<file path="config.mk">
export PLATFORM = sky130hd
export DESIGN_NAME = wb_trace_buffer_flat
export DESIGN_NICKNAME = d
export VERILOG_FILES = /design/src/rtl/wb_trace_buffer_if.sv /design/src/rtl/wb_trace_buffer.sv /design/src/flat_wrapper.sv
export SDC_FILE = /design/constraint.sdc
export NUM_CORES = 1
export LEC_CHECK = 0
export CAP_MARGIN = 10
export CORE_MARGIN = 1.5
export CORE_UTILIZATION = 60
export DETAILED_ROUTE_END_ITERATION = 10
export PLACE_DENSITY = 0.8
export SYNTH_ARGS = -nofsm -noshare
export SYNTH_HDL_FRONTEND = slang
export SYNTH_SLANG_ARGS = --single-unit
</file>
<file path="constraint.sdc">
create_clock -name clk -period 8.2 [get_ports clk]
set_input_delay 1.64 -clock clk [delete_from_list [all_inputs] [get_ports clk]]
set_output_delay 1.64 -clock clk [all_outputs]
set_load 0.01 [all_outputs]
</file>
<file path="src/rtl/wb_trace_buffer_if.sv">
`default_nettype none
// ============================================================================
//  Module   : wb_trace_buffer_if
//  Purpose  : Bundles the writeback capture stream, the show-ahead drain
//             port and the status counters of wb_trace_buffer.
//  Revision : 1.0 - initial release
// ============================================================================
interface wb_trace_buffer_if #(
  parameter int DEPTH  = 16,
  parameter int DATA_W = 32,
  parameter int RD_W   = 5
);

  localparam int c_CNT_W = $clog2(DEPTH) + 1;

  // Writeback capture side (driven by the core)
  logic               wb_en;
  logic [RD_W-1:0]    wb_rd;
  logic [DATA_W-1:0]  wb_data;

  // Drain side (show-ahead head entry)
  logic               out_valid;
  logic               out_ready;
  logic [RD_W-1:0]    out_rd;
  logic [DATA_W-1:0]  out_data;

  // Status
  logic [c_CNT_W-1:0] count;
  logic               overflow;
  logic [15:0]        drop_cnt;
  logic [31:0]        wb_total;

  // Core plus reader view: drives the writeback stream and the drain handshake
  modport master (
    output wb_en, wb_rd, wb_data, out_ready,
    input  out_valid, out_rd, out_data, count, overflow, drop_cnt, wb_total
  );

  // Trace buffer view
  modport slave (
    input  wb_en, wb_rd, wb_data, out_ready,
    output out_valid, out_rd, out_data, count, overflow, drop_cnt, wb_total
  );

endinterface
`default_nettype wire

</file>
<file path="src/rtl/wb_trace_buffer.sv">
`default_nettype none
// ============================================================================
//  Module   : wb_trace_buffer
//  Purpose  : Captures every architectural register write leaving the
//             writeback stage into a show-ahead FIFO for in-order draining.
//             The core is never stalled: writes arriving while the FIFO is
//             full are dropped, flagged and counted.
//  Revision : 1.0 - initial release
// ============================================================================
module wb_trace_buffer #(
  parameter int DEPTH  = 16,
  parameter int DATA_W = 32,
  parameter int RD_W   = 5
) (
  input  logic clk,
  input  logic reset,   // asynchronous, active-low
  input  logic clear,   // synchronous, same effect as reset
  wb_trace_buffer_if.slave bus
);

  localparam int c_PTR_W   = $clog2(DEPTH);
  localparam int c_CNT_W   = c_PTR_W + 1;
  localparam int c_ENTRY_W = RD_W + DATA_W;

  localparam logic [c_CNT_W-1:0] c_FULL     = c_CNT_W'(DEPTH);
  localparam logic [c_CNT_W-1:0] c_CNT_ONE  = c_CNT_W'(1);
  localparam logic [c_PTR_W-1:0] c_PTR_ONE  = c_PTR_W'(1);
  localparam logic [15:0]        c_DROP_MAX = 16'hFFFF;

  // Storage is never reset; the pointers and occupancy decide what is live.
  logic [c_ENTRY_W-1:0] r_mem [DEPTH];

  logic [c_PTR_W-1:0]   r_wr_ptr;
  logic [c_PTR_W-1:0]   r_rd_ptr;
  logic [c_CNT_W-1:0]   r_count;
  logic                 r_overflow;
  logic [15:0]          r_drop_cnt;
  logic [31:0]          r_wb_total;

  logic                 w_qualify;
  logic                 w_not_empty;
  logic                 w_full;
  logic                 w_pop;
  logic                 w_push;
  logic                 w_drop;
  logic [c_ENTRY_W-1:0] w_head;

  // Writes to x0 carry no architectural state and are filtered out entirely.
  assign w_qualify   = bus.wb_en && (bus.wb_rd != '0);
  assign w_not_empty = (r_count != '0);
  assign w_full      = (r_count == c_FULL);
  assign w_pop       = w_not_empty && bus.out_ready;
  // A full FIFO still accepts a write when the head leaves in the same cycle.
  assign w_push      = w_qualify && (!w_full || w_pop);
  assign w_drop      = w_qualify && !w_push;

  // Entry capture at the write pointer; clear discards the concurrent write.
  always_ff @(posedge clk) begin
    if (w_push && !clear) begin
      r_mem[r_wr_ptr] <= {bus.wb_rd, bus.wb_data};
    end
  end

  // Pointer and occupancy tracking for the FIFO.
  always_ff @(posedge clk or negedge reset) begin
    if (!reset) begin
      r_wr_ptr <= '0;
      r_rd_ptr <= '0;
      r_count  <= '0;
    end else if (clear) begin
      r_wr_ptr <= '0;
      r_rd_ptr <= '0;
      r_count  <= '0;
    end else begin
      if (w_push) begin
        r_wr_ptr <= r_wr_ptr + c_PTR_ONE;
      end
      if (w_pop) begin
        r_rd_ptr <= r_rd_ptr + c_PTR_ONE;
      end
      case ({w_push, w_pop})
        2'b10:   r_count <= r_count + c_CNT_ONE;
        2'b01:   r_count <= r_count - c_CNT_ONE;
        default: r_count <= r_count;
      endcase
    end
  end

  // Trace statistics: total qualifying writes, drop counter and sticky flag.
  always_ff @(posedge clk or negedge reset) begin
    if (!reset) begin
      r_overflow <= 1'b0;
      r_drop_cnt <= '0;
      r_wb_total <= '0;
    end else if (clear) begin
      r_overflow <= 1'b0;
      r_drop_cnt <= '0;
      r_wb_total <= '0;
    end else begin
      if (w_qualify) begin
        r_wb_total <= r_wb_total + 32'd1;
      end
      if (w_drop) begin
        r_overflow <= 1'b1;
        if (r_drop_cnt != c_DROP_MAX) begin
          r_drop_cnt <= r_drop_cnt + 16'd1;
        end
      end
    end
  end

  // Head entry is read purely from registered state; zeroed while empty.
  always_comb begin
    w_head = '0;
    if (w_not_empty) begin
      w_head = r_mem[r_rd_ptr];
    end
  end

  assign bus.out_valid = w_not_empty;
  assign bus.out_rd    = w_head[c_ENTRY_W-1:DATA_W];
  assign bus.out_data  = w_head[DATA_W-1:0];
  assign bus.count     = r_count;
  assign bus.overflow  = r_overflow;
  assign bus.drop_cnt  = r_drop_cnt;
  assign bus.wb_total  = r_wb_total;

endmodule
`default_nettype wire

</file>
<file path="src/flat_wrapper.sv">
// flat-port wrapper written by rule: the top's interface ports become plain ports
module wb_trace_buffer_flat 
#(
  parameter int DEPTH  = 16,
  parameter int DATA_W = 32,
  parameter int RD_W   = 5
)
  (clk, reset, clear, bus_wb_en, bus_wb_rd, bus_wb_data, bus_out_ready, bus_out_valid, bus_out_rd, bus_out_data, bus_count, bus_overflow, bus_drop_cnt, bus_wb_total);
  wb_trace_buffer_if #(.DEPTH(DEPTH), .DATA_W(DATA_W), .RD_W(RD_W)) bus_i ();
  input  logic clk;
  input  logic reset;
  input  logic clear;
  input wire logic [$bits(bus_i.wb_en)-1:0] bus_wb_en;
  input wire logic [$bits(bus_i.wb_rd)-1:0] bus_wb_rd;
  input wire logic [$bits(bus_i.wb_data)-1:0] bus_wb_data;
  input wire logic [$bits(bus_i.out_ready)-1:0] bus_out_ready;
  output wire logic [$bits(bus_i.out_valid)-1:0] bus_out_valid;
  output wire logic [$bits(bus_i.out_rd)-1:0] bus_out_rd;
  output wire logic [$bits(bus_i.out_data)-1:0] bus_out_data;
  output wire logic [$bits(bus_i.count)-1:0] bus_count;
  output wire logic [$bits(bus_i.overflow)-1:0] bus_overflow;
  output wire logic [$bits(bus_i.drop_cnt)-1:0] bus_drop_cnt;
  output wire logic [$bits(bus_i.wb_total)-1:0] bus_wb_total;
  assign bus_i.wb_en = bus_wb_en;
  assign bus_i.wb_rd = bus_wb_rd;
  assign bus_i.wb_data = bus_wb_data;
  assign bus_i.out_ready = bus_out_ready;
  assign bus_out_valid = bus_i.out_valid;
  assign bus_out_rd = bus_i.out_rd;
  assign bus_out_data = bus_i.out_data;
  assign bus_count = bus_i.count;
  assign bus_overflow = bus_i.overflow;
  assign bus_drop_cnt = bus_i.drop_cnt;
  assign bus_wb_total = bus_i.wb_total;
  wb_trace_buffer #(.DEPTH(DEPTH), .DATA_W(DATA_W), .RD_W(RD_W)) u_core (.clk(clk), .reset(reset), .clear(clear), .bus(bus_i));
endmodule
</file>
After elaboration in Yosys (flattened, before gate mapping)
Memories as Yosys holds them, arrays and structs flattened.
Cells that the tools add are included.
{ "totals": {"reg_bits": 62, "mem_bits_rw": 592, "out_inout_bits": 92, "word_cells": 51, "memories": 1} }
{ "mem_list": {"columns": ["memory", "words", "word_bits", "rd", "rd_clocked_by_memory_dff", "wr", "line", "text"], "rows": [
  ["u_core.r_mem", 16, 37, 1, 0, 1, "wb_trace_buffer.sv:31", "logic [c_ENTRY_W-1:0] r_mem [DEPTH];"]
]} }
{ "op_classes": {"addsub": 6, "eq_ne": 4, "muxes": 16, "n_reduce_logical": 18} }
{ "ops": {"columns": ["op", "n"], "rows": [
  ["two-way mux 32 bit", 2],
  ["two-way mux 16 bit", 3],
  ["two-way mux 37 bit", 1],
  ["adder 32 x 1 -> 32 bit (second input constant)", 1],
  ["adder 16 x 1 -> 16 bit (second input constant)", 1],
  ["two-way mux 4 bit", 4],
  ["inequality test 16 bit (second input constant)", 1],
  ["one-hot mux 5 bit (2 select lines)", 1],
  ["nonzero test 2 bit", 5],
  ["nonzero test 5 bit", 2],
  ["adder 4 x 1 -> 4 bit (second input constant)", 2],
  ["adder 5 x 1 -> 5 bit (second input constant)", 1],
  ["equality test 5 bit (second input constant)", 1],
  ["logical AND 1 bit", 5],
  ["two-way mux 5 bit", 1],
  ["subtractor 5 x 1 -> 5 bit (second input constant)", 1],
  ["two-way mux 1 bit", 4],
  ["logical NOT 1 bit", 3],
  ["nonzero test 3 bit", 1],
  ["equality test 2 x 1 -> 1 bit (second input constant)", 1],
  ["equality test 2 bit (second input constant)", 1],
  ["AND reduction 2 bit", 1],
  ["logical OR 1 bit", 1]
]} }

Longest topological paths before layout
Gate-level depths: netlist of run 1.
{ "logic_depth": {"depth_word": 8, "mapped_depth": 11} }

Least setup slack after synthesis of run 1
No wires, ideal clock.
{ "synth_path": {"path_type": "input -> register", "from": "in bus_wb_rd[3]", "to": "mem u_core.r_mem[0][0] in the netlist's numbering (enable)", "setup_time_ps": 431, "arrival_ps": 4001, "slack_ps": 3767, "stages": 6, "cell_sequence": "or4_1 o21ai_2 buf_2 nor2_1 nand2_1 nor2_1"} }
{ "synth_between": {"elab_chain_cells": 6} }
{ "synth_rtl": {"columns": ["element", "line", "text"], "rows": [
  ["start: declaration", "flat_wrapper.sv:14", "input wire logic [$bits(bus_i.wb_rd)-1:0] bus_wb_rd;"],
  ["nonzero test 5 bit", "wb_trace_buffer.sv:49", "assign w_qualify = bus.wb_en && (bus.wb_rd != '0);"],
  ["logical AND 1 bit", "wb_trace_buffer.sv:49", null],
  ["logical AND 1 bit", "wb_trace_buffer.sv:54", "assign w_push = w_qualify && (!w_full || w_pop);"],
  ["logical AND 1 bit", "wb_trace_buffer.sv:59", "if (w_push && !clear) begin"],
  ["two-way mux 1 bit", "wb_trace_buffer.sv:59", null],
  ["two-way mux 1 bit (not written as such)", "wb_trace_buffer.sv:60", "r_mem[r_wr_ptr] <= {bus.wb_rd, bus.wb_data};"],
  ["end: declaration", "wb_trace_buffer.sv:31", null]
]} }
Every way passes these cells.

Final worst setup path of run 1
{ "layout_path": {"from": "reg u_core.r_rd_ptr[0]", "to": "out bus_out_data[8]"} }
{ "layout_between": {"elab_chain_cells": 2} }
{ "layout_rtl": {"columns": ["element", "line", "text"], "rows": [
  ["start: declaration", "wb_trace_buffer.sv:34", "logic [c_PTR_W-1:0] r_rd_ptr;"],
  ["start signal: assignment", "wb_trace_buffer.sv:79", "r_rd_ptr <= r_rd_ptr + c_PTR_ONE;"],
  ["memory read (16 x 37 bit)", null, null],
  ["two-way mux 37 bit", "wb_trace_buffer.sv:115", "if (w_not_empty) begin"],
  ["end: declaration", "flat_wrapper.sv:19", "output wire logic [$bits(bus_i.out_data)-1:0] bus_out_data;"]
]} }
Every way passes these cells.

==> results of run 1 <==
==> layer usage <==
| metal | track usage (%) | up-vias | wire length (um) |
|---|---|---|---|
| met2 | 43.1 | 612 | 27800 |
| met3 | 5.27 | 110 | 4470 |
| met5 | 0 | - | 11 |
| li1 | - | 5553 | - |
| met1 | 35.3 | 6872 | 21800 |
| met4 | 8.98 | 2 | 1510 |
==> sequential cells by signal (all words and copies together), names as in the netlist <==
| register | cells |
|---|---|
| u_core.bus.count | 5 |
| u_core.r_mem | 592 |
| u_core.bus.wb_total | 32 |
| u_core.bus.drop_cnt | 16 |
| u_core.bus.overflow | 1 |
| u_core.r_rd_ptr | 4 |
| u_core.r_wr_ptr | 4 |
==> path summary, 6_finish.rpt <==
path | to | slack (ps) | cells past startpoint
setup reg to reg | u_core.r_mem[4][6] | 5090 | 6
hold / removal | u_core.bus.overflow | 560 | 2
hold reg to reg | u_core.bus.overflow | 560 | 2
max in group asynchronous | u_core.r_rd_ptr[0] | 6400 | 2
min in group asynchronous | u_core.bus.drop_cnt[10] | 1190 | 2
setup / recovery | bus_out_data[8] | 2610 | 5
==> cells in the mapped netlist, drive strengths merged (3+ instances only) <==
master and n:
edfxtp 592, mux4 148, mux2i 80, nor2 75, dfrtp 62, clkbuf 38
o22ai 37, xnor2 33, buf 28, nand2 24, inv 16, nor3 16
a21oi 14, nor4 14, nand3 13, nand4 12, ha 10, or3 10
xor2 9, or4 8, o21ai 7, mux2 4, nor2b 4, and4 3
o211ai 3
==> layout by cell type (no fill, tap or decap), drive strengths merged, types with 3 or more instances in the layout <==
cell / instances
dfrtp: 62
mux2: 4
nand4: 12
clkinv: 22
or3: 10
nor3: 16
mux4: 148
clkinvlp: 3
and4: 3
nor2: 75
a21oi: 14
o22ai: 37
nand3: 13
nand2: 24
edfxtp: 592
bufinv: 5
or4: 8
nor4: 14
xnor2: 33
nor2b: 4
o211ai: 3
ha: 10
o21ai: 7
xor2: 9
inv: 17
clkdlybuf4s50: 131
clkbuf: 83
buf: 27
mux2i: 80
==> critical path: stages (launching register included) <==
cell	delay (ps)
dfrtp_4	1110
buf_4	660
mux4_2	580
mux2i_1	280
o22ai_1	140
clkdlybuf4s50_1	540
==> per-stage QoR <==
stage	util (%)	area (um2)	hold WS (ps)
after floorplan	-	25800	517
after CTS	70.7	29800	552
after global placement	66.1	27800	527
after global routing	70.7	29800	603
final	70.7	29800	557
after detailed placement	66.1	27800	532
==> cell families after synthesis <==
logic type | after synthesis | synth area share, %
DFF | 654 | 75.0
muxes | 232 | 16.3
and+or+nand+nor | 192 | 3.79
buffers and inverters | 82 | 1.30
AOI/OAI and AO/OA | 71 | 1.71
xor gates and xnor gates | 42 | 1.43
adders and majority gates | 11 | 0.563
==> power by group <==
| group | internal, mW | leakage [nW] | total, mW | switching (mW) |
|---|---|---|---|---|
| combinational | 0.726 | 2.10 | 1.40 | 0.669 |
| clock | 1.54 | 0.934 | 2.74 | 1.20 |
| sequential | 3.68 | 6.19 | 3.79 | 0.109 |
| total | 5.95 | 9.22 | 7.93 | 1.98 |
==> final cells by class <==
class                           count  area, um2
Inverter                           16       60.1
Fill cell                        2473      12300
Clock inverter                     31        319
Clock buffer                       83       1620
Multi-Input combinational cell    548       6250
Timing Repair Buffer              158       1530
Tap cell                          539        674
Sequential cell                   654      19300
==> metrics.cfg, run 1 <==
[cts]
htree_num_levels=2
cts_setup_buffers=0
clock-sinks=654
cts_root_buf=clkbuf_16
cts_resized=0
clk_latency_ps=630
cts_buffer_depth=3
cts_buffers=60
holdBufCountCts=0
cts_tree=built
clkSlewWorstSetupHoldPaths_ps=60

[sta]
clock_skew_ps=21.9
finalWorstSetupSlack_ps=2610
rsz0062_at_grt=no
slew_violations=0
finalCriticalPeriod_ps=5590
setup_viol=0
slew_headroom_pct=20.7
period_share_pct=68.2
tightest_slew_ps=1180
fmax_mhz=179
finalSetupTns_ps=0
hold_viol_final=0

[global_routing]
grt_antenna_before_repair=1
grtUsageTotal_pct=26.1
grt_max_degree=83
grt_pass1_wl_mm=84.8
grt_remaining_overflow=0
grt_pass1_vias=13929

[power_and_ir_drop]
finalPower_mw=7.93
powerDensity_mw_per_mm2=266
p_leak_nw=9.22
vdd_drop_max_mv=0.203

[route]
drt_drc_violations_left=0
viasPerCell=6.48
wl_per_cell_um=27.4
first_iter_violations=1366
via_count=13149
antenna_left=0
drt-pass1-iter-count=5
routed_wl_mm=55.6

[synthesis]
yosys.cell_types.count=50
synthTopCellsByArea=edfxtp_1 (69%), mux4_2 (13%), dfrtp_1 (6.0%), mux2i_1 (3.1%), xnor2_1 (1.1%)
synth_seq_area_share_pct=75.0
ys_warn_count=0
syn_area_mm2=0.0258
synth_fp_nets=1337
synth_top_area_share_pct=68.9
postSynthAreaPerCell_um2=20.1
async_reset_ff_share_pct=9.48
synth_flop_cell=edfxtp_1
syn_inst=1284
synth-edff-count=592
ys_ff_latch=654
synth_top_area_cell=edfxtp_1

[finish]
drive_above_1_share_pct=19.7
final-instance-count-excl-fill=2029
synthToLayoutAreaGrowth_pct=15.5
antenna_cells=0
nets=1491

[worst_setup_path]
setup.worst_path.start=u_core.r_rd_ptr[0]
path_max_fanout=50
worstPathArrival_ps=3950
critPathKind=reg -> out
timing.rr.start=u_core.bus.count[1]
worstSetupEndpointType=output port
critPathRequiredTime_ps=6560
start_kind=register

[placed_design]
dp_slack_ps=2870
gp_congestion=0.805
place_hpwl_mm=27.8
placed_cells=1914
io_buffers=133

[worst_hold_path]
hold_path.class=reg -> reg
min_from=u_core.bus.overflow

[status]
status=complete, no violations

[floorplanning]
coreArea_mm2=0.0421
start_util_pct=61.2
die_h_um=210
dieArea_mm2=0.0442
pin_count=134
die_x_um=210
rows=75

[flow_run]
cap_violations=0

(Power assumes the default switching activity.)
==> run 2: changes to the inputs <==
- CORE_UTILIZATION: 60 -> 54
- PLACE_DENSITY: 0.8 -> 0.76
- clock period: 8.2 -> 5.1 ns (I/O delays scaled with it)
==> metrics.cfg, run 2 (same netlist as run 1, synthesis figures left out) <==
[cts]
cts_resized=0
htree_num_levels=3
cts_setup_buffers=0
clkSlewWorstSetupHoldPaths_ps=60
clock-sinks=654
cts_buffer_depth=3
cts_tree=built
holdBufCountCts=0
cts_root_buf=clkbuf_16
cts_buffers=66
clk_latency_ps=610

[power_and_ir_drop]
powerDensity_mw_per_mm2=437
finalPower_mw=13.2
p_leak_nw=9.44
vdd_drop_max_mv=0.269

[worst_setup_path]
worstSetupEndpointType=output port
cp.depth=6
critPathRequiredTime_ps=4080
critPathKind=reg -> out
slowest_stage=nand2_2
timing.rr.start=u_core.bus.count[1]
reg2reg_depth=10
cp_cell_sequence=nor4_4 -> or2b_1 -> nand2_2 -> buf_4 -> o22ai_1 -> clkdlybuf4s50_1
cp_top_family=simple AND/OR/NAND/NOR gates
start_kind=register
crit_end=bus_out_rd[4]
path_max_fanout=24
critPathMaxStageDelay_ps=590
r2r_end=u_core.bus.count[4]
setup.worst_path.start=u_core.bus.count[1]
worstPathArrival_ps=3590
reg2reg_slack_ps=2110
critPathBufInv=2

[flow_run]
cap_violations=0

[finish]
layout_common_cells=edfxtp_1 (592), mux4_2 (148), clkdlybuf4s50_1 (131)
largest-register=u_core.r_mem
multi_input_area_mm2=0.00625
largest_register_ffs=592
drive_above_1_share_pct=20.9
regArea_mm2=0.0193
final-instance-count-excl-fill=2120
utilization_pct=64.7
nets=1515
synthToLayoutAreaGrowth_pct=17.5
antenna_cells=0
final_common_cell=edfxtp_1
final_area_mm2=0.0303
fill_cells=3120

[route]
drt-pass1-iter-count=7
via_count=13268
routed_wl_mm=56.7
antenna_left=0
viasPerCell=6.26
drt_drc_violations_left=0
wl_per_cell_um=26.8
first_iter_violations=1098

[floorplanning]
start_util_pct=55.0
die_x_um=222
coreArea_mm2=0.0469
die_h_um=222
dieArea_mm2=0.0491
pin_count=134
rows=79

[global_routing]
grt_remaining_overflow=0
grt_pass1_wl_mm=87.0
grt_antenna_before_repair=0
grt_pass1_vias=13832
grtUsageTotal_pct=23.8
grt_max_degree=67

[placed_design]
gp_congestion=0.839
placed_cells=2001
dpl-instance-area_mm2=0.0282
place_hpwl_mm=31.7
io_buffers=133

[sta]
period_share_pct=90.4
hold_viol_final=0
setup_viol=0
clock_skew_ps=28.4
tightest_slew_ps=836
fmax_mhz=217
finalSetupTns_ps=0
slew_violations=0
rsz0062_at_grt=no
finalCriticalPeriod_ps=4610
slew_headroom_pct=44.1

[status]
status=complete, no violations

[worst_hold_path]
min_from=u_core.bus.overflow
hold_path.class=reg -> reg

run 2: routing by layer:
layer | vias to the layer above | part of all wire, % | global-route usage, %
met4 | 0 | 2.1 | 6.41
li1 | 5593 | - | -
met2 | 577 | 50 | 39.2
met5 | - | 0 | 0
met1 | 7014 | 41 | 32.8
met3 | 84 | 7.2 | 4.78
run 2: layout make-up:
cell class	instances	share of cell area (%)
sequential	654	63.8
multi-input combinational	548	20.6
clock buffer	89	5.94
timing repair buffer	176	5.75
tap	607	2.51
clock inverter	30	1.19
inverter	16	0.198
run 2: tightest hold or removal path: cells and delay by family, from the launching register on:
family           cells  cell delay (ps)
AND/OR/NAND/NOR      1               80
flip-flops           1              380
AO/OA/AOI/OAI        1               50
run 2: worst min-delay path by stage:
| stage | to | slack (ps) | cells after the start |
|---|---|---|---|
| detailed placement | u_core.bus.overflow | 530 | 2 |
| global placement | u_core.bus.overflow | 530 | 2 |
| CTS | u_core.bus.overflow | 550 | 2 |
| finish | u_core.bus.overflow | 550 | 2 |
| floorplan | u_core.r_rd_ptr[3] | 520 | 2 |
| global route | u_core.bus.overflow | 600 | 2 |
run 2: through the flow:
stage / hold WS (ps) / setup slack, ps
floorplan: 517 / 1290
global placement: 530 / 733
detailed placement: 533 / 607
CTS: 552 / 488
global route: 596 / 407
finish: 548 / 488
run 2: report_power, final:
part           switching [mW]  internal [mW]  leakage [nW]  total (mW)
Combinational            1.17           1.20          2.21        2.37
Sequential              0.137           5.92          6.19        6.06
Clock                    2.04           2.77          1.05        4.81
==> run 3: changes to the inputs <==
- SLEW_MARGIN: not set -> 40
==> metrics.cfg, run 3 (same netlist as run 1, synthesis figures left out) <==
[finish]
synthToLayoutAreaGrowth_pct=17.6
largest_register_ffs=592
largest-register=u_core.r_mem
final_area_mm2=0.0303
final-instance-count-excl-fill=2121
fill_cells=3121
drive_above_1_share_pct=20.9
final_common_cell=edfxtp_1
layout_common_cells=edfxtp_1 (592), mux4_2 (148), clkdlybuf4s50_1 (131)
antenna_cells=0
nets=1516

[route]
viasPerCell=6.27
antenna_left=0
routed_wl_mm=56.8
first_iter_violations=1224
wl_per_cell_um=26.8
via_count=13296
drt_drc_violations_left=0
drt-pass1-iter-count=5

[power_and_ir_drop]
vdd_drop_max_mv=0.270
powerDensity_mw_per_mm2=436
p_leak_nw=9.45

[status]
status=complete, no violations

[sta]
whs_ps=513
hold_viol_final=0
finalSetupTns_ps=0
setup_viol=0
slew_violations=0
finalWorstSetupSlack_ps=499
period_share_pct=90.2
slew_headroom_pct=44.8
finalCriticalPeriod_ps=4600
fmax_mhz=217
rsz0062_at_grt=no
clock_skew_ps=28.5
tightest_slew_ps=826

[worst_setup_path]
critPathKind=reg -> out
worstSetupEndpointType=output port
path_max_fanout=24
cp_cell_sequence=nor4_4 -> or2b_1 -> nand2_2 -> buf_4 -> o22ai_1 -> clkdlybuf4s50_1
worstPathArrival_ps=3580
critPathBufInv=2
critPathMaxStageDelay_ps=580
start_kind=register
slowest_stage=nand2_2
cp_top_family=simple AND/OR/NAND/NOR gates
critPathRequiredTime_ps=4080

[placed_design]
dp_slack_ps=607
place_hpwl_mm=31.7
placed_cells=2001
io_buffers=133
dpl-instance-area_mm2=0.0282
gp_congestion=0.839

[global_routing]
grt_remaining_overflow=0
grt_pass1_wl_mm=87.0
busiest_layer=met2
use_met3_pct=4.78
grt_antenna_before_repair=0
grtUsageTotal_pct=23.8
grt.met2_usage_pct=39.2
grt_pass1_vias=13832
gr-usage-met1_pct=32.8
grt_max_degree=67

[cts]
cts_setup_buffers=0
cts_buffers=66
holdBufCountCts=0
clkSlewWorstSetupHoldPaths_ps=60
clock-sinks=654
cts_root_buf=clkbuf_16
cts_buffer_depth=3
htree_num_levels=3
cts_resized=0
clk_latency_ps=600
cts_tree=built

[flow_run]
cap_violations=0

[floorplanning]
die_h_um=222
coreArea_mm2=0.0469
pin_count=134
rows=79
die_x_um=222
dieArea_mm2=0.0491
start_util_pct=55.0

[worst_hold_path]
hold_path.class=in -> async

[run 3: cell count changes in the layout (fill, tap and decap cells not counted)]
| cell | before | now |
|---|---|---|
| buf_6 | 0 | 1 |
| buf_8 | 0 | 1 |
| buf_4 | 35 | 34 |
[run 3: path summary, 6_finish.rpt]
kind | to | cells after the start | startpoint | slack [ps]
max in group asynchronous | u_core.r_rd_ptr[0] | 2 | reset | 4120
hold / removal | u_core.bus.count[3] | 2 | reset | 510
setup / recovery | bus_out_rd[4] | 6 | u_core.bus.count[1] | 500
hold reg to reg | u_core.bus.overflow | 2 | u_core.bus.overflow | 540
min in group clk | u_core.bus.overflow | 2 | u_core.bus.overflow | 540
setup reg to reg | u_core.bus.count[4] | 10 | u_core.bus.count[1] | 2110
[run 3: metal layers]
layer,wire length [um],part of all wire (%)
met3,4010,7.1
met2,28600,50
met5,0,0
met1,22900,40
met4,1200,2.1
[run 3: per-stage QoR]
stage	util, %	power [mW]
after floorplan	-	7.53
after global placement	60.1	8.51
after detailed placement	60.1	8.55
after CTS	64.7	13.4
after global routing	64.7	13.7
final	64.7	13.2
[run 3: area by class of cell]
class	count	area [um2]	area share, %
Multi-Input combinational cell	548	6250	20.6
Clock buffer	89	1800	5.93
Inverter	16	60.1	0.198
Clock inverter	30	362	1.19
Sequential cell	654	19300	63.8
Tap cell	607	759	2.50
Timing Repair Buffer	177	1760	5.81
[run 3: power breakdown]
part	switching [mW]	leakage [nW]	internal, mW
combinational	1.17	2.22	1.20
clock	2.03	1.05	2.77
sequential	0.137	6.19	5.92
==> edit: new RTL, settings of run 2 <==
`DATA_W` is set to 32 in 3 places; all go to 16.
--- a/src/rtl/wb_trace_buffer_if.sv
+++ b/src/rtl/wb_trace_buffer_if.sv
@@ -7,7 +7,7 @@
 // ============================================================================
 interface wb_trace_buffer_if #(
   parameter int DEPTH  = 16,
-  parameter int DATA_W = 32,
+  parameter int DATA_W = 16,
   parameter int RD_W   = 5
 );
 
--- a/src/rtl/wb_trace_buffer.sv
+++ b/src/rtl/wb_trace_buffer.sv
@@ -9,7 +9,7 @@
 // ============================================================================
 module wb_trace_buffer #(
   parameter int DEPTH  = 16,
-  parameter int DATA_W = 32,
+  parameter int DATA_W = 16,
   parameter int RD_W   = 5
 ) (
   input  logic clk,
--- a/src/flat_wrapper.sv
+++ b/src/flat_wrapper.sv
@@ -2,7 +2,7 @@
 module wb_trace_buffer_flat 
 #(
   parameter int DEPTH  = 16,
-  parameter int DATA_W = 32,
+  parameter int DATA_W = 16,
   parameter int RD_W   = 5
 )
   (clk, reset, clear, bus_wb_en, bus_wb_rd, bus_wb_data, bus_out_ready, bus_out_valid, bus_out_rd, bus_out_data, bus_count, bus_overflow, bus_drop_cnt, bus_wb_total);
Interface: changed (resized bus_out_data and bus_wb_data); port bits go from 134 to 102. No check against the original RTL was run, so the function may have changed too.
==> edit against run 2 <==
  * Sequential share of layout area fell by 3.2 points
  * Sequential cell count fell by 256
  * Via count fell by 34%
  * Power shrank 39%
  * Area after synthesis fell by 37%
  * Worst setup slack better by 130 ps
  * Wire length down 39%
  * Critical endpoint is now bus_out_data[12]
  * Final area down 37%
==> edit: results (changes against run 2) <==
OUTCOME='finished clean'
VIAS_IN_THE_FIRST_GLOBAL_ROUTE=8937  # -35%
SYNTHCELLS=873  # -32%
CLK-INSERTION-DELAY-LATE_PS=530  # -80 ps
NUMBER_OF_DETAILED_ROUTE_ITERATIONS_IN_THE_FIRST_PASS=5  # -2
VIAS=8749  # -34%
POST_SYNTH_EDFFS=336  # -43%
YOSYS-TOP-CELLS-COUNT='336 x sky130_fd_sc_hd__edfxtp_1, 105 x sky130_fd_sc_hd__mux4_2, 62 x sky130_fd_sc_hd__dfrtp_1, 59 x sky130_fd_sc_hd__nor2_1, 28 x sky130_fd_sc_hd__nand2_1'
WORST_PATH_MAX_DELAY_CELL='sky130_fd_sc_hd__dfrtp_4'
VIAS_PER_CELL=6.13  # -2.1%
YS_ASYNC_SR_FRACTION_PCT=15.6  # +6.1 points
PRECTSSETUPSLACK_PS=646  # +38.8 ps
SHARE_OF_SYNTHESIZED_AREA_OCCUPIED_BY_FLIP_FLOPS_AND_LATCHES_PCT=71.5  # -3.4 points
HPWLAFTERDP_UM=20200  # -36%
PORT_BUFFERS=101  # -24%
FINAL_ROUTED_WIRELENGTH_UM=34800  # -39%
CTS-BUFFERS-INSERTED=41  # -38%
CP_SLOWEST_STAGE_DELAY_PS=750  # +160 ps
PLACE_CONGESTION=0.792  # -5.6%
UTILIZATION_PCT=64.8  # +0.14 points
NUM-NETS-FINAL=1045  # -31%
DPL-INSTANCE-AREA_UM2=17900  # -36%
CLOCK-SKEW-FINAL_PS=8.64  # -19.7 ps
PLACE_INST=1355  # -32%
ANTENNA_FOUND_INITIAL=1  # +1
SYNTH.DISTINCT_CELLS=52  # +4.0%
SYNTH.AREA.TOP_CELLS='sky130_fd_sc_hd__edfxtp_1 62%, sky130_fd_sc_hd__mux4_2 15%, sky130_fd_sc_hd__dfrtp_1 9.5%, sky130_fd_sc_hd__nor2_1 1.4%, sky130_fd_sc_hd__xnor2_1 1.1%'
GRT_UTIL_ALL_LAYERS_PCT=23.1  # -0.67 points
P_LEAK_uW=0.00623  # -34%
H-TREE-DEPTH=2  # -1
## edit: cell count changes after synthesis, sizes merged, moves of 13 or more
cell	change
nor2	-15
edfxtp	-256
and2	+23
mux2i	-77
clkbuf	-14
o22ai	-37
mux4	-43
xnor2	-13
## edit: metal layers
layer	share of wire (%)	track usage [%]	routed length, um
met4	2.3	6.53	790
met5	0.037	0	13
met1	41	32.5	14400
met2	50	37.7	17400
met3	6.6	4.01	2290
## edit: cell type report
cell class,count,share of cell area [%]
clock buffer,51,5.86
sequential,398,60.6
multi-input combinational,425,23.1
inverter,10,0.195
clock inverter,22,1.12
tap,390,2.54
timing repair buffer,132,6.61
## edit: final timing paths
path	from	end	slack (ps)	depth (start not counted)
max	u_core.r_rd_ptr[0]	bus_out_data[12]	620	5
max in group asynchronous	reset	u_core.r_rd_ptr[1]	3820	2
min reg2reg	u_core.bus.overflow	u_core.bus.overflow	500	2
max reg2reg	u_core.bus.count[4]	u_core.r_mem[8][9]	2250	6
min	u_core.bus.overflow	u_core.bus.overflow	500	2
min in group asynchronous	reset	u_core.bus.wb_total[18]	650	2
## edit: report_power, final
group / leakage (uW) / total, uW / internal (uW) / switching [uW]
combinational: 0.00168 / 1390 / 775 / 614
clock: 0.000663 / 2970 / 1770 / 1200
sequential: 0.00388 / 3690 / 3590 / 106
## edit: cell families (layout without fill, tap and decap cells)
group,after synthesis,after routing,synth area share (%)
adders and majority gates,11,11,0.892
DFF,398,398,71.5
and+or+nand+nor,206,206,6.81
xor gates and xnor gates,33,33,1.78
buffers and inverters,50,215,1.49
muxes,112,112,15.1
AOI/OAI and AO/OA,63,63,2.44
## edit: critical path: cells and delay by family (launching register included)
family	cells	cell delay, ps
buffers and inverters	2	910
flip-flops	1	750
multiplexers	2	1070
AND/OR/NAND/NOR	1	180
